--- src/rtl/pipeline_ctrl.sv ---
// pipeline_ctrl: hazard/sequencing controller for the swt16 pipeline.
// Tracks EX/MEM register writes, drives load-use stall, flush, PC redirect and forwarding selects.
`default_nettype none

module pipeline_ctrl #(
   parameter int REG_IDX_WIDTH  = 4,
   parameter int PC_WIDTH       = 12,
   parameter int FLUSH_CYCLES   = 2,
   parameter int PERF_CNT_WIDTH = 16
) (
   input  logic                      clock,
   input  logic                      reset,
   input  logic                      id_valid,
   input  logic [REG_IDX_WIDTH-1:0]  id_src1_reg_idx,
   input  logic [REG_IDX_WIDTH-1:0]  id_src2_reg_idx,
   input  logic                      id_uses_src1,
   input  logic                      id_uses_src2,
   input  logic [REG_IDX_WIDTH-1:0]  id_res_reg_idx,
   input  logic                      id_act_write_res_to_reg,
   input  logic                      id_act_load_dmem,
   input  logic                      ex_act_jump,
   input  logic [PC_WIDTH-1:0]       ex_jump_target,
   output logic                      out_stall,
   output logic                      out_flush,
   output logic                      out_pc_sel_jump,
   output logic [PC_WIDTH-1:0]       out_jump_target,
   output logic [1:0]                out_fwd_src1_sel,
   output logic [1:0]                out_fwd_src2_sel,
   output logic [PERF_CNT_WIDTH-1:0] out_stall_count
);

   localparam int          FC_W      = 3;
   localparam logic [FC_W-1:0] FC_RELOAD = FC_W'(FLUSH_CYCLES - 1);
   localparam logic [1:0]  SEL_RF    = 2'd0;
   localparam logic [1:0]  SEL_EX    = 2'd1;
   localparam logic [1:0]  SEL_MEM   = 2'd2;

   logic                      ex_vld;
   logic [REG_IDX_WIDTH-1:0]  ex_idx;
   logic                      ex_is_load;
   logic                      mem_vld;
   logic [REG_IDX_WIDTH-1:0]  mem_idx;
   logic [FC_W-1:0]           flush_cnt;
   logic [PERF_CNT_WIDTH-1:0] stall_cnt;

   logic       ex_hit1, ex_hit2, mem_hit1, mem_hit2;
   logic       flush_raw, stall_raw;
   logic [1:0] fwd1_raw, fwd2_raw;

   always_comb begin
      ex_hit1  = id_uses_src1 & ex_vld  & (id_src1_reg_idx == ex_idx);
      ex_hit2  = id_uses_src2 & ex_vld  & (id_src2_reg_idx == ex_idx);
      mem_hit1 = id_uses_src1 & mem_vld & (id_src1_reg_idx == mem_idx);
      mem_hit2 = id_uses_src2 & mem_vld & (id_src2_reg_idx == mem_idx);

      flush_raw = ex_act_jump | (flush_cnt != '0);
      stall_raw = id_valid & ~flush_raw & ex_is_load & (ex_hit1 | ex_hit2);

      // A load in EX cannot forward; its operand falls through to the MEM check.
      fwd1_raw = SEL_RF;
      if (ex_hit1 & ~ex_is_load) fwd1_raw = SEL_EX;
      else if (mem_hit1)         fwd1_raw = SEL_MEM;

      fwd2_raw = SEL_RF;
      if (ex_hit2 & ~ex_is_load) fwd2_raw = SEL_EX;
      else if (mem_hit2)         fwd2_raw = SEL_MEM;
   end

   // Combinational outputs are forced to zero for as long as reset is held.
   always_comb begin
      out_stall        = reset & stall_raw;
      out_flush        = reset & flush_raw;
      out_pc_sel_jump  = reset & ex_act_jump;
      out_jump_target  = (reset & ex_act_jump) ? ex_jump_target : '0;
      out_fwd_src1_sel = reset ? fwd1_raw : SEL_RF;
      out_fwd_src2_sel = reset ? fwd2_raw : SEL_RF;
      out_stall_count  = stall_cnt;
   end

   always_ff @(posedge clock or negedge reset) begin
      if (!reset) begin
         ex_vld     <= 1'b0;
         ex_idx     <= '0;
         ex_is_load <= 1'b0;
         mem_vld    <= 1'b0;
         mem_idx    <= '0;
         flush_cnt  <= '0;
         stall_cnt  <= '0;
      end else begin
         mem_vld <= ex_vld;
         mem_idx <= ex_idx;

         if (stall_raw | flush_raw) begin
            ex_vld     <= 1'b0;
            ex_is_load <= 1'b0;
         end else begin
            ex_vld     <= id_valid & id_act_write_res_to_reg;
            ex_is_load <= id_valid & id_act_write_res_to_reg & id_act_load_dmem;
         end
         ex_idx <= id_res_reg_idx;

         if (ex_act_jump)            flush_cnt <= FC_RELOAD;
         else if (flush_cnt != '0)   flush_cnt <= flush_cnt - 1'b1;

         if (stall_raw && (stall_cnt != '1)) stall_cnt <= stall_cnt + 1'b1;
      end
   end

endmodule

`default_nettype wire
--- config.mk ---
export PLATFORM = sky130hd
export DESIGN_NAME = pipeline_ctrl
export DESIGN_NICKNAME = d
export VERILOG_FILES = /design/src/rtl/pipeline_ctrl.sv
export SDC_FILE = /design/constraint.sdc
export NUM_CORES = 1
export LEC_CHECK = 0
export BUFFER_PORTS_ARGS = -buffer_cell sky130_fd_sc_hd__buf_2
export CAP_MARGIN = 20
export CORE_ASPECT_RATIO = 1.5
export CORE_MARGIN = 3
export CORE_UTILIZATION = 40
export CTS_BUF_LIST = sky130_fd_sc_hd__clkbuf_4 sky130_fd_sc_hd__clkbuf_8
export DETAILED_ROUTE_END_ITERATION = 6
export PLACE_DENSITY = 0.66
export SLEW_MARGIN = 20
export SYNTH_ARGS = -nofsm -noshare
export SYNTH_HDL_FRONTEND = slang
export SYNTH_SLANG_ARGS = --single-unit
--- constraint.sdc ---
create_clock -name clock -period 2.8 [get_ports clock]
set_input_delay 0.56 -clock clock [delete_from_list [all_inputs] [get_ports clock]]
set_output_delay 0.56 -clock clock [all_outputs]
set_load 0.03 [all_outputs]
==> impl_metrics.tcl <==
set metrics [dict create \
    finalHoldViolCount 0 \
    critical_path.top_delay_family "adder cells" \
    nNetsFinal 268 \
    die_h_um 85.8 \
    r2r-end "out_stall_count[12]$_DFFE_PN0P_" \
    cts_sinks 30 \
    p_per_area_nw_per_um2 472 \
    synth_top_area_cell "dfrtp_1" \
    clk_path_buf_depth 2 \
    grt_use_met1_pct 19.7 \
    cp_num_buf_inv 2 \
    met3_usage_pct 3.92 \
    ioPinCount 67 \
    hp-class "in2async" \
    critPathRequiredTime_ns 2.24 \
    startpoint_type "flip-flop" \
    ys_ff_latch 30 \
    grt_util_met2_pct 26.0 \
    synth-edff-count 0 \
    tightestPinTransition_ns 0.395 \
    synthTopCellsByArea "dfrtp_1 44%, xnor2_1 11%, and3_1 6.6%" \
    cts-resized-gates 0 \
    clk_latency_ns 0.27 \
    synth_area_per_cell_um2 10.5 \
    seq_area_um2 751 \
    crit_arrival_ns 1.79 \
    grt_overflow_total 0 \
    drive_gt1_share_pct 39.7 \
    status "finished clean" \
    vias 1434 \
    ys_async_sr_fraction_pct 100 \
    fp.dieArea_um2 5080 \
    end_kind "output pin" \
    rows 28 \
    grt_max_degree 25 \
    clk_pin_slew_worst_paths_ns 0.06 \
    multiInputGateArea_um2 880 \
    area_delta_synth_final_pct 26.7 \
    worstPathCellList "inv_1 -> ha_1 -> ha_1 -> nand4b_1 -> a211oi_1 -> buf_2" \
    track_usage_pct 16.2 \
    yosys.area.top_type_share_pct 44.2 \
    route.detailed.drc 0 \
    ys_types 33 \
    io_buffers 66 \
    firstDrtPassIters 4 \
    busiest_layer "met2" \
    ys_seq_area_share_pct 44.2 \
    antenna_cells 0 \
    viasPerCell 5.14 \
    cts_tree "built" \
    fp.dieW_um 59.2 \
    period_share_pct 83.9 \
    reg2regPathDepth 8 \
    cts_root_buffer "clkbuf_8" \
    synth_cells 162 \
    vdd.ir_drop.worst_mv 0.376 \
    setup_viol 0 \
    slowest_stage "dfrtp_1" \
    max_stage_delay_ns 0.39 \
    worstReg2RegStart "flush_cnt[0]$_DFFE_PN0P_" \
    antenna_found_initial 0 \
    maxCapViolations 0 \
    gp_congestion 0.823 \
    cpMostUsedCell "ha_1" \
    syn_nets 197 \
    fillers 382 \
    drtIter0Drc 48 \
    place_inst 271 \
    stdcell_count 279 \
    post_cts_buffers 0 \
    wl_per_cell_um 13.3 \
    tns_ns 0 \
    grt_first_pass_wirelength_um 6260 \
    placed_area_um2 2060 \
    htree_num_levels 2 \
    core-area_um2 4030 \
    rsz0062_at_grt "false" \
    synth_area_um2 1700 \
    routed_wl_um 3700 \
    finalPower_mw 1.02 \
    period_minus_slack_ns 2.35 \
    p_leak_nw 1.13 \
    grt_pass1_vias 1388 \
    cp_max_fo 7 \
    fin_skew_ns 0.00239 \
    ys_warn_count 0 \
    fmax_mhz 426 \
    cts_buffers 5 \
    drtAntennaViolNets 0 \
    finalMaxSlewViolations 0 \
    ys.flop_type "dfrtp_1" \
    hpwl_um 2970 \
    worstSetupPathType "reg2out" \
    hold_buffers 0 \
    maxSlewHeadroom_pct 73.6 \
    rrSetupSlack_ns 0.54 \
    fin_area_um2 2150 \
    initial_core_util_pct 42.2 \
]
==> worst reg2reg max path, stage by stage (launching register included) <==
cell     delay [ns]
dfrtp_1        0.39
inv_1          0.07
ha_1           0.14
ha_1           0.29
nor2b_4        0.22
and3_1         0.16
a32o_2         0.39
nand4_1        0.17
mux2_1         0.33
==> Yosys cell counts, types with 2 or more instances <==
cell type	n
nor3_1	6
xor2_1	8
nand3_2	5
nand3_1	8
nand4_1	8
a21oi_1	3
buf_6	2
and4_1	2
nor3_2	2
inv_1	5
nor2_1	12
dfrtp_1	30
and2_1	2
nand2b_1	2
nand2_1	6
clkbuf_1	2
nand2_2	3
ha_1	3
and3_1	18
xnor2_1	22
==> kinds of logic (layout without fill, tap and decap cells) <==
kind of cell	after synthesis	after routing	synth area share, %
fa+ha+maj	3	3	2.21
buf+inv	10	82	4.05
compound gates	7	7	2.80
simple gates	80	80	29.8
flops	30	30	44.2
mux	2	2	1.55
xor+xnor	30	30	15.5
==> state kept, by name, summed over array words and instances, names as in the netlist <==
name and cells:
ex_idx 4, flush_cnt 3, out_stall_count 16, ex_vld 1
mem_idx 4, mem_vld 1, ex_is_load 1
==> worst max-delay path by stage <==
stage / startpoint / endpoint / slack (ns) / cells past startpoint
finish: flush_cnt[0]$_DFFE_PN0P_ / out_stall / 0.45 / 6
detailed placement: flush_cnt[0]$_DFFE_PN0P_ / out_stall_count[9]$_DFFE_PN0P_ / 0.51 / 9
floorplan: id_src1_reg_idx[0] / out_stall / 0.45 / 4
global placement: flush_cnt[0]$_DFFE_PN0P_ / out_stall_count[9]$_DFFE_PN0P_ / 0.53 / 9
CTS: flush_cnt[0]$_DFFE_PN0P_ / out_stall / 0.40 / 6
global route: flush_cnt[0]$_DFFE_PN0P_ / out_stall / 0.30 / 6
==> through the flow <==
step	hold slack [ns]	util [%]	setup WS, ns
after floorplan	0.264	-	0.446
after global placement	0.397	51.1	0.525
after detailed placement	0.396	51.1	0.512
after CTS	0.200	53.4	0.401
after global routing	0.214	53.4	0.300
final	0.208	53.4	0.451
==> metal layers <==
metal	share of wire, %	routed length, µm
met5	0	0
met4	2.5	94
met3	8.8	326
met2	50	1860
met1	38	1420
==> layout make-up <==
class | instances | area share, %
multi-input combinational | 122 | 40.8
sequential | 30 | 34.9
timing repair buffer | 69 | 16.4
clock buffer | 6 | 3.83
tap | 45 | 2.61
inverter | 5 | 0.872
clock inverter | 2 | 0.581
==> power by group <==
group / internal (mW) / total [mW] / leakage (nW) / switching [mW]
logic: 0.0828 / 0.190 / 0.687 / 0.108
registers: 0.457 / 0.473 / 0.396 / 0.0160
clock network: 0.197 / 0.354 / 0.0472 / 0.157
==> placed cells by master (no fill, tap or decap), types with 2 or more instances in the layout <==
cell type	instances
buf_2	66
dfrtp_1	30
xnor2_1	22
and3_1	18
nor2_1	12
xor2_1	8
nand3_1	8
nand4_1	8
nand2_1	6
nor3_1	6
clkbuf_8	6
inv_1	5
nand3_2	5
nand2_2	3
a21oi_1	3
ha_1	3
buf_4	3
nand2b_1	2
and2_1	2
and4_1	2
nor3_2	2
(Power assumes the default switching activity.)
